## src/rtl/dvp_pkg.sv

```systemverilog
// Shared types and constants for the DVP test-pattern source.
//   rgb565_t        : packed RGB565 pixel (r[4:0], g[5:0], b[4:0])
//   dvp_tx_state_e  : frame FSM states
//   BAR_COLOURS     : colour-bar palette, left to right
//   cnt_width()     : bits needed to hold the values 0..n-1 (minimum 1)
package dvp_pkg;

  typedef struct packed {
    logic [4:0] r;
    logic [5:0] g;
    logic [4:0] b;
  } rgb565_t;

  typedef enum logic [2:0] {
    IDLE,
    VSYNC,
    VBACK,
    ACTIVE,
    HBLANK,
    VFRONT
  } dvp_tx_state_e;

  localparam rgb565_t BAR_COLOURS [8] = '{
    rgb565_t'(16'hFFFF), rgb565_t'(16'hFFE0), rgb565_t'(16'h07FF), rgb565_t'(16'h07E0),
    rgb565_t'(16'hF81F), rgb565_t'(16'hF800), rgb565_t'(16'h001F), rgb565_t'(16'h0000)
  };

  function automatic int cnt_width(input int n);
    return (n <= 1) ? 1 : $clog2(n);
  endfunction

endpackage

```

## src/rtl/dvp_pattern_tx_if.sv

```systemverilog
// DVP byte bus: VSYNC, HREF/DE and 8-bit data.
//   master : source side (drives the bus)
//   slave  : sink side (capture path)
interface dvp_pattern_tx_if;
  logic       dvp_vsync;
  logic       dvp_de;
  logic [7:0] dvp_data;

  modport master (output dvp_vsync, output dvp_de, output dvp_data);
  modport slave  (input  dvp_vsync, input  dvp_de, input  dvp_data);
endinterface

```

## src/rtl/dvp_tx_pixel_gen.sv

```systemverilog
// Pixel value generator for the DVP test-pattern source.
// The value is produced for the *next* byte position (x/y are the upcoming
// pixel coordinates), so the top can register the selected byte.
// Build option DVP_TX_BARS_EN:
//   defined   : 8 vertical colour bars, H_ACTIVE/8 pixels each; the bar index
//               follows restart/step pulses through a sub-counter
//   undefined : ramp, pixel = {x[4:0], y[5:0], frame_cnt[4:0]}
// Ports:
//   clk, rst_n : pixel clock, asynchronous active-low reset
//   restart    : upcoming pixel is x=0 of a line
//   step       : upcoming byte starts a new pixel (x advances by one)
//   x, y       : upcoming pixel coordinates
//   frame_cnt  : current frame number
//   pixel      : RGB565 value for the upcoming pixel
module dvp_tx_pixel_gen
  import dvp_pkg::*;
#(
  parameter int H_ACTIVE = 640,
  parameter int XW       = 10,
  parameter int YW       = 9
) (
  input  logic          clk,
  input  logic          rst_n,
  input  logic          restart,
  input  logic          step,
  input  logic [XW-1:0] x,
  input  logic [YW-1:0] y,
  input  logic [7:0]    frame_cnt,
  output rgb565_t       pixel
);

`ifdef DVP_TX_BARS_EN
  localparam int BAR_W = H_ACTIVE >> 3;
  localparam int BW    = cnt_width(BAR_W);
  localparam logic [BW-1:0] BAR_LAST = BW'(BAR_W - 1);

  logic [2:0]    bar_q, bar_d;
  logic [BW-1:0] px_q, px_d;
  logic          unused_ok;

  // Sub-counter: px counts pixels inside the current bar, bar moves on
  // when px wraps. The combinational next value drives the output so the
  // colour lines up with x.
  always_comb begin
    bar_d = bar_q;
    px_d  = px_q;
    if (restart) begin
      bar_d = '0;
      px_d  = '0;
    end else if (step) begin
      if (px_q == BAR_LAST) begin
        bar_d = bar_q + 3'd1;
        px_d  = '0;
      end else begin
        px_d = px_q + 1'b1;
      end
    end
  end

  always_ff @(posedge clk or negedge rst_n) begin
    if (!rst_n) begin
      bar_q <= '0;
      px_q  <= '0;
    end else begin
      bar_q <= bar_d;
      px_q  <= px_d;
    end
  end

  assign pixel     = BAR_COLOURS[bar_d];
  assign unused_ok = ^{x, y, frame_cnt};
`else
  localparam int unused_bar_w = H_ACTIVE >> 3;

  logic [15:0] x_ext, y_ext;
  logic        unused_ok;

  // Zero-extend first so narrow coordinates still fill their slice.
  assign x_ext     = 16'(x);
  assign y_ext     = 16'(y);
  assign pixel     = rgb565_t'({x_ext[4:0], y_ext[5:0], frame_cnt[4:0]});
  assign unused_ok = ^{clk, rst_n, restart, step, x_ext[15:5], y_ext[15:6], frame_cnt[7:5]};
`endif

endmodule

```

## src/rtl/dvp_pattern_tx.sv

```systemverilog
// DVP test-pattern source: OV-style VSYNC / HREF(DE) / 8-bit data carrying
// RGB565 frames, two bytes per pixel, high byte first. Frames start only
// while en is high; a started frame always runs to completion.
// Optional colour-bar pattern: define DVP_TX_BARS_EN (handled in dvp_tx_pixel_gen).
// Ports:
//   clk, rst_n  : pixel clock, asynchronous active-low reset
//   en          : level, frame generation allowed (sampled at frame boundaries)
//   dvp         : master side of the DVP bus (vsync, de, data)
//   frame_start : one-cycle pulse on the first VSYNC-high cycle
//   busy        : high whenever a frame is in progress
//   frame_cnt   : completed-frame count, wraps 255 -> 0
module dvp_pattern_tx
  import dvp_pkg::*;
#(
  parameter int H_ACTIVE    = 640,
  parameter int V_ACTIVE    = 480,
  parameter int H_BLANK     = 144,
  parameter int VSYNC_LINES = 3,
  parameter int V_BACK      = 17,
  parameter int V_FRONT     = 10
) (
  input  logic                clk,
  input  logic                rst_n,
  input  logic                en,
  dvp_pattern_tx_if.master    dvp,
  output logic                frame_start,
  output logic                busy,
  output logic [7:0]          frame_cnt
);

  localparam int LINE_LEN = 2 * H_ACTIVE + H_BLANK;
  localparam int ACT_LEN  = 2 * H_ACTIVE;
  localparam int VS_LEN   = VSYNC_LINES * LINE_LEN;
  localparam int VB_LEN   = V_BACK * LINE_LEN;
  localparam int VF_LEN   = V_FRONT * LINE_LEN;
  localparam int MAX_A    = (VS_LEN > VB_LEN) ? VS_LEN : VB_LEN;
  localparam int MAX_LEN  = (MAX_A > VF_LEN) ? MAX_A : VF_LEN;
  localparam int CW       = cnt_width(MAX_LEN);
  localparam int XW       = cnt_width(H_ACTIVE);
  localparam int LW       = cnt_width(V_ACTIVE);

  // Last-cycle values per period; zero-length periods are never entered.
  localparam logic [CW-1:0] VS_LAST   = CW'(VS_LEN - 1);
  localparam logic [CW-1:0] VB_LAST   = (V_BACK > 0)  ? CW'(VB_LEN - 1) : '0;
  localparam logic [CW-1:0] VF_LAST   = (V_FRONT > 0) ? CW'(VF_LEN - 1) : '0;
  localparam logic [CW-1:0] ACT_LAST  = CW'(ACT_LEN - 1);
  localparam logic [CW-1:0] HB_LAST   = CW'(H_BLANK - 1);
  localparam logic [LW-1:0] LINE_LAST = LW'(V_ACTIVE - 1);

  dvp_tx_state_e state_q, state_d;
  logic [CW-1:0] cnt_q, cnt_d;
  logic [LW-1:0] line_q, line_d;
  logic [7:0]    frame_cnt_q, frame_cnt_d;
  logic          frame_done;

  logic          vsync_q, vsync_d;
  logic          de_q, de_d;
  logic [7:0]    data_q, data_d;
  logic          fs_q, fs_d;
  logic          busy_q, busy_d;

  logic          pix_restart, pix_step;
  rgb565_t       pixel;
  logic [15:0]   pix_bits;

  // Next-state: cnt counts cycles inside the current period.
  always_comb begin
    state_d     = state_q;
    cnt_d       = cnt_q + 1'b1;
    line_d      = line_q;
    frame_cnt_d = frame_cnt_q;
    frame_done  = 1'b0;
    unique case (state_q)
      IDLE: begin
        cnt_d = '0;
        if (en) state_d = VSYNC;
      end
      VSYNC: if (cnt_q == VS_LAST) begin
        cnt_d   = '0;
        line_d  = '0;
        state_d = (V_BACK > 0) ? VBACK : ACTIVE;
      end
      VBACK: if (cnt_q == VB_LAST) begin
        cnt_d   = '0;
        line_d  = '0;
        state_d = ACTIVE;
      end
      ACTIVE: if (cnt_q == ACT_LAST) begin
        cnt_d   = '0;
        state_d = HBLANK;
      end
      HBLANK: if (cnt_q == HB_LAST) begin
        cnt_d = '0;
        if (line_q == LINE_LAST) begin
          if (V_FRONT > 0) state_d = VFRONT;
          else             frame_done = 1'b1;
        end else begin
          line_d  = line_q + 1'b1;
          state_d = ACTIVE;
        end
      end
      VFRONT: if (cnt_q == VF_LAST) frame_done = 1'b1;
      default: begin
        state_d = IDLE;
        cnt_d   = '0;
      end
    endcase
    // en is only looked at here, so deasserting it mid-frame has no effect.
    if (frame_done) begin
      cnt_d       = '0;
      frame_cnt_d = frame_cnt_q + 8'd1;
      state_d     = en ? VSYNC : IDLE;
    end
  end

  // Outputs are decoded from the next state so the registered outputs line
  // up with state_q; data is built from the upcoming byte position.
  always_comb begin
    vsync_d = (state_d == VSYNC);
    de_d    = (state_d == ACTIVE);
    fs_d    = (state_d == VSYNC) && (state_q != VSYNC);
    busy_d  = (state_d != IDLE);
    data_d  = de_d ? (cnt_d[0] ? pix_bits[7:0] : pix_bits[15:8]) : 8'h00;
  end

  assign pix_restart = de_d && (cnt_d == '0);
  assign pix_step    = de_d && !cnt_d[0] && !pix_restart;
  assign pix_bits    = pixel;

  dvp_tx_pixel_gen #(
    .H_ACTIVE (H_ACTIVE),
    .XW       (XW),
    .YW       (LW)
  ) u_pixel_gen (
    .clk       (clk),
    .rst_n     (rst_n),
    .restart   (pix_restart),
    .step      (pix_step),
    .x         (cnt_d[XW:1]),
    .y         (line_d),
    .frame_cnt (frame_cnt_q),
    .pixel     (pixel)
  );

  always_ff @(posedge clk or negedge rst_n) begin
    if (!rst_n) begin
      state_q     <= IDLE;
      cnt_q       <= '0;
      line_q      <= '0;
      frame_cnt_q <= '0;
      vsync_q     <= 1'b0;
      de_q        <= 1'b0;
      data_q      <= 8'h00;
      fs_q        <= 1'b0;
      busy_q      <= 1'b0;
    end else begin
      state_q     <= state_d;
      cnt_q       <= cnt_d;
      line_q      <= line_d;
      frame_cnt_q <= frame_cnt_d;
      vsync_q     <= vsync_d;
      de_q        <= de_d;
      data_q      <= data_d;
      fs_q        <= fs_d;
      busy_q      <= busy_d;
    end
  end

  assign dvp.dvp_vsync = vsync_q;
  assign dvp.dvp_de    = de_q;
  assign dvp.dvp_data  = data_q;
  assign frame_start   = fs_q;
  assign busy          = busy_q;
  assign frame_cnt     = frame_cnt_q;

endmodule

```

## src/flat_wrapper.sv

```systemverilog
// flat-port wrapper written by rule: the top's interface ports become plain ports
module dvp_pattern_tx_flat import dvp_pkg::*;
#(
  parameter int H_ACTIVE    = 640,
  parameter int V_ACTIVE    = 480,
  parameter int H_BLANK     = 144,
  parameter int VSYNC_LINES = 3,
  parameter int V_BACK      = 17,
  parameter int V_FRONT     = 10
)
  (clk, rst_n, en, frame_start, busy, frame_cnt, dvp_dvp_vsync, dvp_dvp_de, dvp_dvp_data);
  dvp_pattern_tx_if dvp_i ();
  input  logic clk;
  input  logic rst_n;
  input  logic en;
  output logic frame_start;
  output logic busy;
  output logic [7:0] frame_cnt;
  output wire logic [$bits(dvp_i.dvp_vsync)-1:0] dvp_dvp_vsync;
  output wire logic [$bits(dvp_i.dvp_de)-1:0] dvp_dvp_de;
  output wire logic [$bits(dvp_i.dvp_data)-1:0] dvp_dvp_data;
  assign dvp_dvp_vsync = dvp_i.dvp_vsync;
  assign dvp_dvp_de = dvp_i.dvp_de;
  assign dvp_dvp_data = dvp_i.dvp_data;
  dvp_pattern_tx #(.H_ACTIVE(H_ACTIVE), .V_ACTIVE(V_ACTIVE), .H_BLANK(H_BLANK), .VSYNC_LINES(VSYNC_LINES), .V_BACK(V_BACK), .V_FRONT(V_FRONT)) u_core (.clk(clk), .rst_n(rst_n), .en(en), .dvp(dvp_i), .frame_start(frame_start), .busy(busy), .frame_cnt(frame_cnt));
endmodule
```

## config.mk

```make
export PLATFORM = sky130hd
export DESIGN_NAME = dvp_pattern_tx_flat
export DESIGN_NICKNAME = d
export VERILOG_FILES = /design/src/rtl/dvp_pkg.sv /design/src/rtl/dvp_pattern_tx_if.sv /design/src/rtl/dvp_tx_pixel_gen.sv /design/src/rtl/dvp_pattern_tx.sv /design/src/flat_wrapper.sv
export SDC_FILE = /design/constraint.sdc
export NUM_CORES = 1
export LEC_CHECK = 0
export CORE_MARGIN = 2
export CORE_UTILIZATION = 50
export DETAILED_ROUTE_END_ITERATION = 10
export GPL_ROUTABILITY_DRIVEN = 0
export PLACE_DENSITY_LB_ADDON = 0.15
export SLEW_MARGIN = 15
export SYNTH_ARGS = -nofsm -noshare
export SYNTH_HDL_FRONTEND = slang
export SYNTH_SLANG_ARGS = --single-unit
```

## constraint.sdc

```tcl
create_clock -name clk -period 3 [get_ports clk]
set_clock_uncertainty 0.05 [all_clocks]
set_input_delay 0.45 -clock clk [delete_from_list [all_inputs] [get_ports clk]]
set_output_delay 0.45 -clock clk [all_outputs]
set_load 0.01 [all_outputs]
```

==> results.md <==
* Yosys top cell by area: dfrtp_1
* Vias at 1,992
* Filler Cells Inserted at 450
* CP cell instances: ha_1 -> nand4b_1 -> nor4_1 -> nand3_1 -> a21oi_4 -> nor2_1 -> o21ba_1 -> o21a_1
* Mapped Avg Cell Area at 9.77 µm²
* Remaining global-route overflow at 0
* Hold-fix buffers, CTS at 0
* Synth Flop Type: dfrtp_1
* Max incr delay on CP at 0.64 ns
* Post-route minimum period at about 2.7 ns
* Post-synth cell types at 56
* Setup_tns at 0 ns
* Worst skew pair latency at 0.30 ns
* MaxCap Viol Count at 0
* Rel. slew slack at 0.591
* Fin crit share at 0.903
* Syn. warnings at 0
* Area Growth Syn to Fin at 15.4%
* Most common library cells after synthesis: dfrtp_1, nor2_1, nand2_1
* Final cell utilization of the core at 0.610
* Register area share after synthesis at 0.461
* Vias per cell at 5.63
* Row count at 25
* Power Density at 362 nW/µm²
* Reg2reg end: u_core.dvp.dvp_data[7]
* Clock-pin slew on the worst setup and hold paths at 0.09 ns
* Slowest stage cell, crit path: nor4_1
* Total track usage at 0.220
* Max Buffers Root-to-Sink at 2
* Fin. Hold Viols at 0
* Die ar. at 5680 µm²
* CTS Buf Count at 5
* FF-to-FF Start: u_core.cnt_q[1]
* Antenna-violating nets left at 0
* CTS tree: built
* Top cells by area, synth: dfrtp_1, nor2_1, xnor2_1
* Async S/R FF share, synth at 1.00
* Hold Path Class: input pin to asynchronous set/reset pin
* RSZ-0062 raised after global routing: false
* Worst Reg-to-Reg Cells at 8
* Leakage at 1.23 nW
* Dpl cells at 346
* Root Driver: clkbuf_8
* I/O pins at 23
* Mapped Area at 2550 µm²
* Clock sink count at 47
* # resized after CTS at 0
* Post-synth top area share at 0.461
* #FFs+latches synth at between 40 and 50
* Largest net degree at the start of global routing at 48
* Drt first pass iters at 4
* WP data required at 3.15 ns
* DRC errors left at 0
* Worst-path fanout max at 7
* Final max-slew violation count at 0
* Post-synth EDFFs at 0
* Post-DP HPWL at 3860 µm
* First-pass GRT wire length at 9400 µm
* CP arrival at 2.86 ns
* Vias in the first global route at 1,955
* Net Count, Synth at 267
* DIE WIDTH at 75.4 µm
* Die H at ~75 µm
* Count leader, synth: dfrtp_1
* WL final at about 5300 µm
* Fmax at 369 MHz
* Initial antenna violation count at 0
* Maximum VDD drop at 171 µV
* Crit path from: u_core.cnt_q[1]
* Crit path to: u_core.dvp.dvp_data[7]
* Post-synthesis instance total at 261
* Setup Viol. Count Final at 0
* Worst slew pin tran at around 0.61 ns
* Initial drt markers at ~140
* Post-Layout Cell Count at 354
* Routed len/inst at between 15 and 20 µm
* R2r setup slk at 0.29 ns
* Antenna Cells at 0
* Fraction of layout cells with a size suffix above 1 at 0.125
* Min Hold Slack at 0.0921 ns
* Post-CTS Setup Bufs at 0
* Core area at 4820 µm²
* H-tree Lvls at 2
* IO Port Bufs at 22
* Starting Density at 0.529
* Worst Setup Start Kind: flop
* Crit Path Category: flop to flop
* Nets@finish at between 200 and 300
* Status: complete, no violations
* Worst setup EP type: flop
-- how the worst min path moves through the flow --
stage | from | depth (start not counted) | end
after floorplan | rst_n | 0 | u_core.busy
after global placement | u_core.frame_cnt[7] | 1 | u_core.frame_cnt[7]
after detailed placement | u_core.frame_cnt[7] | 1 | u_core.frame_cnt[7]
after CTS | rst_n | 1 | u_core.dvp.dvp_data[7]
after global routing | rst_n | 1 | u_core.cnt_q[0]
final | rst_n | 1 | u_core.cnt_q[0]
-- logic make-up (layout without fill, tap and decap cells) --
group                      after synthesis  in the layout  share of synthesized area
AOI/OAI and AO/OA                       39             39                      0.111
xor gates and xnor gates                21             21                     0.0722
adders and majority gates                3              3                     0.0147
buffers and inverters                   18             44                     0.0334
DFF                                     47             47                      0.461
muxes                                    5              5                     0.0206
and+or+nand+nor                        128            128                      0.286
-- sequential cells by signal (all words and copies together) (netlist names) --
name                  cells
u_core.dvp.dvp_data       8
u_core.cnt_q             15
u_core.state_q            3
u_core.dvp.dvp_vsync      1
u_core.line_q             9
u_core.busy               1
u_core.frame_start        1
u_core.frame_cnt          8
u_core.dvp.dvp_de         1
-- worst max-delay path: cells and delay by family, from the launching register on --
kind / cells / cell delay [ns]
AND/OR/NAND/NOR: 4 / 1.25
AO/OA/AOI/OAI: 3 / 0.67
flip-flops: 1 / 0.40
adder cells (fa/ha/maj): 1 / 0.24
-- cell usage in the layout (no fill, tap or decap), drive strengths merged, types with 4 or more instances in the layout --
| cell | synthesis | routed |
|---|---|---|
| buf | 3 | 7 |
| nor3 | 9 | 9 |
| xnor2 | 14 | 14 |
| nor2 | 37 | 37 |
| inv | 8 | 8 |
| and3 | 7 | 7 |
| a21oi | 9 | 9 |
| clkdlybuf4s50 | 0 | 21 |
| o21ai | 10 | 10 |
| nand2 | 22 | 22 |
| clkbuf | 7 | 8 |
| nand3 | 15 | 15 |
| nand4 | 8 | 8 |
| dfrtp | 47 | 47 |
| nor4 | 10 | 10 |
| xor2 | 7 | 7 |
| or4 | 4 | 4 |
-- report_power, final --
| group | leakage, nW | switching, mW | internal (mW) |
|---|---|---|---|
| Sequential | 0.627 | 0 | 0.633 |
| Clock | 0.0515 | 0.206 | 0.211 |
| Combinational | 0.555 | 0.0116 | 0.00202 |
| Total | 1.23 | 0.218 | 0.845 |
-- layer usage --
layer	wire length (µm)	GRT usage
met5	0	0
met4	77	0.0819
met3	213	0.0357
met2	2510	0.345
met1	2550	0.308
-- area by class of cell --
type	count	area, µm²	area share
Clock buffer	8	100	0.0340
Sequential cell	47	1180	0.400
Timing Repair Buffer	28	263	0.0894
Inverter	8	30.0	0.0102
Multi-Input combinational cell	196	1290	0.438
Tap cell	67	83.8	0.0285
-- through the flow --
step | power, mW | instance area [µm²] | setup slack (ns)
final | 1.06 | 2940 | 0.291
after global routing | 1.10 | 2940 | 0.0276
after CTS | 1.08 | 2940 | 0.322
after detailed placement | 0.660 | 2840 | 0.311
after global placement | 0.660 | 2840 | 0.384
after floorplan | 0.646 | 2550 | 0.420
Note: power is estimated with default switching activity, not from simulation.
